[config.mk]
export PLATFORM = sky130hd
export DESIGN_NAME = card_dealer
export DESIGN_NICKNAME = d
export VERILOG_FILES = /design/src/rtl/card_dealer.sv
export SDC_FILE = /design/constraint.sdc
export NUM_CORES = 1
export LEC_CHECK = 0
export ABC_AREA = 1
export ABC_CLOCK_PERIOD_IN_PS = 4200
export CAP_MARGIN = 20
export CELL_PAD_IN_SITES_DETAIL_PLACEMENT = 1
export CELL_PAD_IN_SITES_GLOBAL_PLACEMENT = 2
export CORE_AREA = 3 3 137 113
export DETAILED_ROUTE_END_ITERATION = 10
export DIE_AREA = 0 0 140 116
export PLACE_DENSITY_LB_ADDON = 0.1
export SYNTH_ARGS = -nofsm -noshare
export SYNTH_HDL_FRONTEND = slang
export SYNTH_SLANG_ARGS = --single-unit
[constraint.sdc]
create_clock -name clk -period 4.2 [get_ports clk]
set_input_delay 0.42 -clock clk [delete_from_list [all_inputs] [get_ports clk]]
set_output_delay 0.42 -clock clk [all_outputs]
set_load 0.01 [all_outputs]
[src/rtl/card_dealer.sv]
`default_nettype none
// ============================================================================
// card_dealer : draws unique cards from a 52-card deck via LFSR + linear probe
// Rev 1.0
// ============================================================================
module card_dealer #(
  parameter int ACE_POINTS  = 11,
  parameter int FACE_POINTS = 10
) (
  input  logic       clk,
  input  logic       reset,
  input  logic [5:0] rnd,
  input  logic       deal_req,
  input  logic       shuffle,
  output logic       busy,
  output logic       card_valid,
  output logic [3:0] card_rank,
  output logic [1:0] card_suit,
  output logic [4:0] card_points,
  output logic [5:0] cards_left,
  output logic       deck_empty
);

  typedef enum logic [1:0] {
    S_IDLE  = 2'd0,
    S_DRAW  = 2'd1,
    S_PROBE = 2'd2
  } state_t;

  state_t      state_q;
  logic [51:0] used_q;
  logic [5:0]  idx_q;
  logic        busy_q;
  logic        card_valid_q;
  logic [3:0]  card_rank_q;
  logic [1:0]  card_suit_q;
  logic [4:0]  card_points_q;
  logic [5:0]  cards_left_q;
  logic        deck_empty_q;

  logic [5:0]  draw_idx_d;
  logic [5:0]  probe_idx_d;
  logic [5:0]  suit_base_d;
  logic [1:0]  suit_d;
  logic [3:0]  rank_d;
  logic [4:0]  points_d;

  // Suit/rank from the probed index by comparator chain rather than a divider
  always_comb begin
    suit_d      = 2'd0;
    suit_base_d = 6'd0;
    if (idx_q >= 6'd39) begin
      suit_d      = 2'd3;
      suit_base_d = 6'd39;
    end else if (idx_q >= 6'd26) begin
      suit_d      = 2'd2;
      suit_base_d = 6'd26;
    end else if (idx_q >= 6'd13) begin
      suit_d      = 2'd1;
      suit_base_d = 6'd13;
    end
    rank_d = 4'(idx_q - suit_base_d) + 4'd1;

    if (rank_d == 4'd1)
      points_d = 5'(ACE_POINTS);
    else if (rank_d >= 4'd11)
      points_d = 5'(FACE_POINTS);
    else
      points_d = {1'b0, rank_d};

    draw_idx_d  = (rnd < 6'd52) ? rnd : (rnd - 6'd52);
    probe_idx_d = (idx_q == 6'd51) ? 6'd0 : (idx_q + 6'd1);
  end

  always_ff @(posedge clk) begin
    if (reset) begin
      state_q       <= S_IDLE;
      used_q        <= '0;
      idx_q         <= '0;
      busy_q        <= 1'b0;
      card_valid_q  <= 1'b0;
      card_rank_q   <= '0;
      card_suit_q   <= '0;
      card_points_q <= '0;
      cards_left_q  <= 6'd52;
      deck_empty_q  <= 1'b0;
    end else begin
      card_valid_q <= 1'b0;
      case (state_q)
        S_IDLE: begin
          if (shuffle) begin
            used_q       <= '0;
            cards_left_q <= 6'd52;
            deck_empty_q <= 1'b0;
          end else if (deal_req && !deck_empty_q) begin
            state_q <= S_DRAW;
            busy_q  <= 1'b1;
          end
        end
        S_DRAW: begin
          idx_q   <= draw_idx_d;
          state_q <= S_PROBE;
        end
        S_PROBE: begin
          // Terminates because a draw only starts with at least one free card
          if (used_q[idx_q]) begin
            idx_q <= probe_idx_d;
          end else begin
            used_q[idx_q] <= 1'b1;
            cards_left_q  <= cards_left_q - 6'd1;
            deck_empty_q  <= (cards_left_q == 6'd1);
            card_rank_q   <= rank_d;
            card_suit_q   <= suit_d;
            card_points_q <= points_d;
            card_valid_q  <= 1'b1;
            busy_q        <= 1'b0;
            state_q       <= S_IDLE;
          end
        end
        default: begin
          state_q <= S_IDLE;
          busy_q  <= 1'b0;
        end
      endcase
    end
  end

  assign busy        = busy_q;
  assign card_valid  = card_valid_q;
  assign card_rank   = card_rank_q;
  assign card_suit   = card_suit_q;
  assign card_points = card_points_q;
  assign cards_left  = cards_left_q;
  assign deck_empty  = deck_empty_q;

endmodule
`default_nettype wire

==> impl_metrics.py, run 1 <==
metrics = {
    "detailed_routing": {
        "route.antenna.remaining_nets": 0,
        "via_count_normalized_by_instance_count": 4.921,
        "via_count": 4503,
        "drtIter0Drc": 198,
        "detail_route.drc_violations": 0,
        "routed_wirelength_um": 14740,
        "route.detailed.wl_per_inst_um": 16.11,
        "first_pass_iters": 4,
    },
    "yosys": {
        "ys_seq_area_share_pct": 33.96,
        "post_synth.cell_area_avg_um2": 6.468,
        "syn_nets": 740,
        "number_of_flops_mapped_to_enable_cells_by_yosys": 0,
        "synth-seq-cells": 79,
        "post-synth-top-area-cell": "sky130_fd_sc_hd__dfxtp_1",
        "synth_area_leaders": "sky130_fd_sc_hd__dfxtp_1, sky130_fd_sc_hd__nand2_1, sky130_fd_sc_hd__inv_1",
        "synth.distinct_cells": 31,
        "synth_cells": 720,
        "synth.most_common_cell": "sky130_fd_sc_hd__nand2_1",
        "synth.top_cells.by_count": "sky130_fd_sc_hd__nand2_1, sky130_fd_sc_hd__inv_1, sky130_fd_sc_hd__nor2_1",
        "synthesis.area_mm2": 0.004657,
        "ys_async_sr_fraction_pct": 0,
        "synth_warnings": 0,
        "synth.top_cell.area_share_pct": 33.96,
        "synth_flop_cell": "sky130_fd_sc_hd__dfxtp_1",
    },
    "clock_tree": {
        "cts-resized-gates": 0,
        "cts_root_buf": "sky130_fd_sc_hd__clkbuf_16",
        "ctsHoldBuffers": 0,
        "worstSkewPairLatency_ns": 0.34,
        "clock_sinks": 79,
        "htree_levels": 3,
        "cts_tree": "done",
        "clk_path_buf_depth": 2,
        "clkTransAtPathRegs_ns": 0.06,
        "tritoncts.num_buffers": 9,
        "cts.repair_timing.setup_buffer_count": 0,
    },
    "sta": {
        "timing.final.max_slew_violations": 0,
        "setup_tns_ns": 0,
        "worst_slew_pin_slew_ns": 0.7936,
        "clock.fmax_mhz": 286.0,
        "period_share_pct": 83.25,
        "worst_slew_margin_rel_pct": 47.09,
        "final_hold_viol_count": 0,
        "finalClockSkew_ns": 0.004133,
        "rsz0062_at_grt": "no",
        "final-setup-viol-count": 0,
        "minimum_period_implied_by_the_final_worst_setup_slack_ns": 3.497,
    },
    "cells_and_area": {
        "final_layout_size_suffix_gt1_share_pct": 8.482,
        "num_antenna_cells": 0,
        "final.fill_count": 1813,
        "final_util_pct": 37.42,
        "layout-area-overhead-vs-synth_pct": 13.70,
        "fin_nets": 746,
    },
    "floorplan": {
        "floorplan.initialDensity_pct": 32.91,
        "die-area_mm2": 0.01624,
        "die_h_um": 116,
        "row_count": 39,
        "die_x_um": 140,
        "design.core.area_mm2": 0.01415,
        "ioPinCount": 30,
    },
    "placement": {
        "hpwlAfterDp_um": 9738,
        "buffer_ports.inserted": 28,
        "place_congestion": 0.7842,
    },
    "worst_setup_path": {
        "critPathMaxFanout": 38,
        "critical_path.slowest_cell": "sky130_fd_sc_hd__fa_1",
        "critical_path_required_ns": 4.43,
        "regToRegSetupSlack_ns": 0.70,
        "path_common_cell": "sky130_fd_sc_hd__nand2_1",
        "cp_cell_sequence": "buf_4, ha_1, nor2_1, o21ai_0, nand3_1, nand2_1, nand2_1, nand2_1, inv_1, fa_1, xor2_1, nand3b_1, nand2_1, xnor2_1, o21ai_0, o21ai_0, a21oi_1",
        "crit_path_max_incr_delay_ns": 0.44,
        "worstReg2RegEnd": "card_points[1]",
        "timing.rr.start": "idx_q[0]",
        "crit_path_end_kind": "flip-flop",
        "critPathArrivalTime_ns": 3.73,
        "crit_type": "reg2reg",
        "reg2reg_depth": 17,
        "crit_path_start_kind": "flip-flop",
    },
    "global_routing": {
        "grt_antenna_before_repair": 0,
        "grt_start_max_net_pins": 56,
        "via_count_of_the_first_global_routing_pass": 4569,
        "grt_usage_pct": 18.93,
        "grt_first_pass_wirelength_um": 24210,
        "gr-total-overflow": 0,
    },
    "power": {
        "power_leakage_nw": 2.095,
        "power_density_mw_per_mm2": 381.3,
        "vdd_ir_drop_max_v": 0.0002224,
    },
    "min_path": {
        "hold_end": "used_q[49]",
        "critical_hold_path_startpoint": "used_q[49]",
        "min-delay-path-class": "reg2reg",
        "min_path_cells": 2,
    },
    "run": {
        "cap_viol_max_count": 0,
    },
    "run_status": {
        "result_of_the_run": "finished clean",
    },
}
==> layer usage <==
layer | vias up | routed length [µm] | global-route usage, %
met5 | - | 0 | 0
met4 | 0 | 163 | 4.519
met3 | 15 | 425 | 3.713
met1 | 2157 | 7734 | 26.00
li1 | 2271 | - | -
met2 | 60 | 6416 | 30.95
==> critical path: cells and delay by family, from the launching register on <==
kind,cells,cell delay [ns]
AND/OR/NAND/NOR,7,0.73
adder cells (fa/ha/maj),2,0.66
AO/OA/AOI/OAI,4,0.61
XOR/XNOR,2,0.53
buffers and inverters,2,0.48
flip-flops,1,0.38
==> report_power, final <==
| part | total, mW | switching (mW) | internal, mW |
|---|---|---|---|
| combinational | 0.410 | 0.291 | 0.119 |
| sequential | 0.784 | 0.0193 | 0.765 |
| clock | 0.825 | 0.317 | 0.508 |
| total | 2.02 | 0.628 | 1.39 |
==> cell type report <==
cell class / instances / area [µm²] / area share, %
clock inverter: 3 / 40.04 / 0.7561
timing repair buffer: 36 / 340.3 / 6.427
inverter: 94 / 355.3 / 6.711
multi-input combinational: 506 / 2477 / 46.79
tap: 184 / 230.2 / 4.348
clock buffer: 13 / 270.3 / 5.104
sequential: 79 / 1582 / 29.87
==> cell usage in the layout, fill, tap and decap left out, types with 3 or more instances in the layout <==
cell / n
sky130_fd_sc_hd__clkinv_1: 4
sky130_fd_sc_hd__nor2_1: 82
sky130_fd_sc_hd__buf_4: 8
sky130_fd_sc_hd__clkbuf_16: 9
sky130_fd_sc_hd__clkbuf_8: 3
sky130_fd_sc_hd__nand3_2: 21
sky130_fd_sc_hd__o21ai_0: 25
sky130_fd_sc_hd__inv_1: 88
sky130_fd_sc_hd__nor2_2: 3
sky130_fd_sc_hd__nand4_1: 13
sky130_fd_sc_hd__nand3_1: 66
sky130_fd_sc_hd__dfxtp_1: 79
sky130_fd_sc_hd__a21oi_1: 60
sky130_fd_sc_hd__ha_1: 9
sky130_fd_sc_hd__or2_2: 3
sky130_fd_sc_hd__nand2_1: 199
sky130_fd_sc_hd__clkdlybuf4s50_1: 28
sky130_fd_sc_hd__a21oi_2: 6
sky130_fd_sc_hd__xor2_1: 4
==> cell families after synthesis <==
kind of cell	count (synthesis)	share of synthesized area, %
adder cells (fa/ha/maj)	10	2.848
AO/OA/AOI/OAI	97	11.20
multiplexers	1	0.2149
flip-flops	79	33.96
AND/OR/NAND/NOR	391	37.48
other	1	0.08052
buffers and inverters	135	13.08
XOR/XNOR	6	1.128
==> registers in the layout, indices dropped and copies added (netlist names) <==
signal       flops
used_q          52
cards_left       6
idx_q            6
card_points      4
card_rank        4
card_suit        2
state_q          2
busy             1
card_valid       1
deck_empty       1
==> stage by stage <==
stage | setup WS, ns | power [mW] | hold slack [ns] | cells | area [µm²]
finish | 0.7034 | 2.019 | 0.4577 | 915 | 5295
detailed placement | 0.7220 | 1.215 | 0.4491 | 899 | 4985
CTS | 0.7034 | 2.051 | 0.4583 | 915 | 5295
floorplan | 1.154 | 1.101 | 0.4264 | 720 | 4657
global route | 0.4114 | 2.140 | 0.4803 | 915 | 5295
global placement | 0.8575 | 1.211 | 0.4369 | 899 | 4985
==> worst max path at each step <==
stage | startpoint | to | slack, ns | cells after the start
after floorplan | idx_q[0] | card_points[1] | 1.15 | 20
after global placement | idx_q[2] | card_points[1] | 0.86 | 14
after detailed placement | idx_q[0] | card_points[1] | 0.72 | 17
after CTS | idx_q[0] | card_points[1] | 0.70 | 17
after global routing | idx_q[0] | card_points[1] | 0.41 | 17
final | idx_q[0] | card_points[1] | 0.70 | 17
(Power assumes the default switching activity.)
==> run 2, diff against run 1 <==
Settings changed: ABC_CLOCK_PERIOD_IN_PS 4200 to 3380.
Clock period 4.2 ns to 3.38 ns, I/O delays scaled along.
==> run 2 against run 1 <==
Compared with the run above: power is 24% higher; sequential share of layout area shrank 0.41 points; final area is 1.4% higher; maximum frequency increased by 15%; core utilization is 0.52 points higher; sequential cell count is the same; die area unchanged; wire length up 1.5%; first-iteration DRC count increased by 9.1%; critical endpoint unchanged; largest power group unchanged.
==> impl_metrics.py, run 2 (synthesis results as in run 1) <==
metrics = {
    "run_status": {
        "result_of_the_run": "finished clean",
    },
    "worst_setup_path": {
        "crit_path_max_incr_delay_ns": 0.45,
        "reg2reg_depth": 17,
        "crit_path_start_kind": "flip-flop",
        "critPathTopFamily": "adder cells",
        "timing.rr.start": "idx_q[0]",
        "crit_type": "reg2reg",
        "regToRegSetupSlack_ns": 0.34,
        "number_of_buffers_and_inverters_on_the_critical_path": 3,
        "critPathArrivalTime_ns": 3.27,
        "critical_path_required_ns": 3.61,
        "worstReg2RegEnd": "card_points[1]",
        "critPathMaxFanout": 14,
        "crit_path_end_kind": "flip-flop",
        "critical_path.slowest_cell": "sky130_fd_sc_hd__dfxtp_1",
        "cp_cell_sequence": "inv_4, ha_1, inv_1, nor2_1, o21ai_1, nand3_1, nand3_1, inv_1, ha_1, fa_1, xor2_1, nand3b_1, nand2_1, xnor2_2, o21ai_0, o21ai_0, a21oi_1",
    },
    "cells_and_area": {
        "layout_commonest_cell": "sky130_fd_sc_hd__nand2_1",
        "largest_register_ffs": 52,
        "layout_common_cells": "sky130_fd_sc_hd__nand2_1, sky130_fd_sc_hd__inv_1, sky130_fd_sc_hd__nor2_1",
        "num_antenna_cells": 0,
        "final_layout_size_suffix_gt1_share_pct": 9.608,
        "fin_nets": 754,
        "regMostFlops": "used_q",
        "layout-area-overhead-vs-synth_pct": 15.29,
    },
    "sta": {
        "timing.final.max_slew_violations": 0,
        "worst_slew_margin_rel_pct": 52.92,
        "worst_slew_pin_slew_ns": 0.7046,
        "finalClockSkew_ns": 0.007878,
        "period_share_pct": 89.99,
        "minimum_period_implied_by_the_final_worst_setup_slack_ns": 3.042,
        "fin_ws_ns": 0.3383,
        "final_hold_viol_count": 0,
        "final-setup-viol-count": 0,
        "rsz0062_at_grt": "no",
        "clock.fmax_mhz": 328.8,
        "setup_tns_ns": 0,
    },
    "placement": {
        "place_ws_ns": 0.1189,
        "hpwlAfterDp_um": 10380,
        "buffer_ports.inserted": 28,
        "place_congestion": 0.8025,
    },
    "clock_tree": {
        "cts.repair_timing.setup_buffer_count": 0,
        "worstSkewPairLatency_ns": 0.35,
        "cts_root_buf": "sky130_fd_sc_hd__clkbuf_16",
        "htree_levels": 3,
        "tritoncts.num_buffers": 9,
        "clk_path_buf_depth": 2,
        "clkTransAtPathRegs_ns": 0.06,
        "ctsHoldBuffers": 0,
        "clock_sinks": 79,
        "cts_tree": "done",
    },
    "floorplan": {
        "die-area_mm2": 0.01624,
        "die_x_um": 140,
        "ioPinCount": 30,
        "row_count": 39,
        "design.core.area_mm2": 0.01415,
        "floorplan.initialDensity_pct": 32.91,
        "die_h_um": 116,
    },
    "min_path": {
        "min_path_cells": 2,
        "min-delay-path-class": "reg2reg",
        "hold_end": "used_q[8]",
        "critical_hold_path_startpoint": "used_q[8]",
    },
    "global_routing": {
        "grt_usage_pct": 19.01,
        "grt_antenna_before_repair": 0,
        "grt_start_max_net_pins": 44,
        "gr-total-overflow": 0,
        "grt_first_pass_wirelength_um": 24560,
        "via_count_of_the_first_global_routing_pass": 4584,
    },
    "detailed_routing": {
        "first_pass_iters": 4,
        "route.detailed.wl_per_inst_um": 16.21,
        "via_count": 4516,
        "routed_wirelength_um": 14960,
        "drtIter0Drc": 216,
        "via_count_normalized_by_instance_count": 4.893,
        "route.antenna.remaining_nets": 0,
        "detail_route.drc_violations": 0,
    },
    "power": {
        "power.share.combinational_pct": 21.3,
        "p_seq_share_pct": 38.8,
        "switching_share_pct": 31.82,
        "vdd_ir_drop_max_v": 0.0002394,
        "power_leakage_nw": 2.125,
        "cell_internal_pwr_mw": 1.705,
        "power_density_mw_per_mm2": 465.7,
        "p_clk_share_pct": 39.9,
        "power.switching_uw": 795.7,
    },
    "run": {
        "cap_viol_max_count": 0,
    },
}
-- run 2: what timing repair did --
| action | in CTS | in global routing |
|---|---|---|
| gates resized for setup | 0 | 3 |
| endpoints found under the hold margin | 0 | 0 |
| endpoints found under the setup margin | 0 | 5 |
-- run 2: power groups by stage --
stage / Clock, mW / Combinational [mW] / Sequential [mW]
2_1_floorplan: 0 / 0.381 / 0.987
3_3_place_gp: 0 / 0.525 / 0.989
3_5_place_dp: 0 / 0.531 / 0.990
4_1_cts: 1.03 / 0.532 / 0.969
5_1_grt: 1.07 / 0.604 / 0.972
6_report: 0.998 / 0.533 / 0.969
-- run 2: area by class of cell --
type	instances	area [µm²]
sequential	79	1582
tap	184	230.2
clock inverter	5	57.56
multi-input combinational	506	2485
inverter	94	355.3
fill	1844	8782
timing repair buffer	44	416.7
clock buffer	11	242.7
-- run 2: worst max-delay path by stage --
| stage | startpoint | end | cells after the start |
|---|---|---|---|
| after floorplan | idx_q[0] | card_points[1] | 20 |
| after global placement | idx_q[0] | card_points[1] | 18 |
| after detailed placement | idx_q[0] | card_points[1] | 17 |
| after CTS | idx_q[0] | card_points[1] | 17 |
| after global routing | idx_q[0] | card_points[1] | 17 |
| final | idx_q[0] | card_points[1] | 17 |
-- run 2: routing by layer --
metal  vias up  track usage [%]  part of all wire (%)
li1       2294                -                     -
met1      2158            26.75                    52
met2        55            30.18                    44
met3         9            3.713                   2.8
met4         0            4.713                   1.0
met5         -                0                     0
-- run 2: stage by stage --
step	instance area [µm²]	hold slack, ns	power, mW	util (%)	std cells
after global routing	5369	0.4660	2.650	37.94	923
after detailed placement	5057	0.4385	1.521	35.74	907
after global placement	5057	0.4349	1.514	35.74	907
final	5369	0.4458	2.500	37.94	923
after CTS	5358	0.4486	2.536	37.86	923
after floorplan	4657	0.4264	1.369	-	720
-- run 2: worst min-delay path: cells and delay by family (launching register included) --
kind | cells | cell delay (ns)
DFF | 1 | 0.30
buffers and inverters | 1 | 0.04
AOI/OAI and AO/OA | 1 | 0.05
==> run 3, diff against run 2 <==
Settings changed: SKIP_LAST_GASP set to 1.
==> results of run 3 <==
Final layout, timing and power as in run 2 (identical DEF).
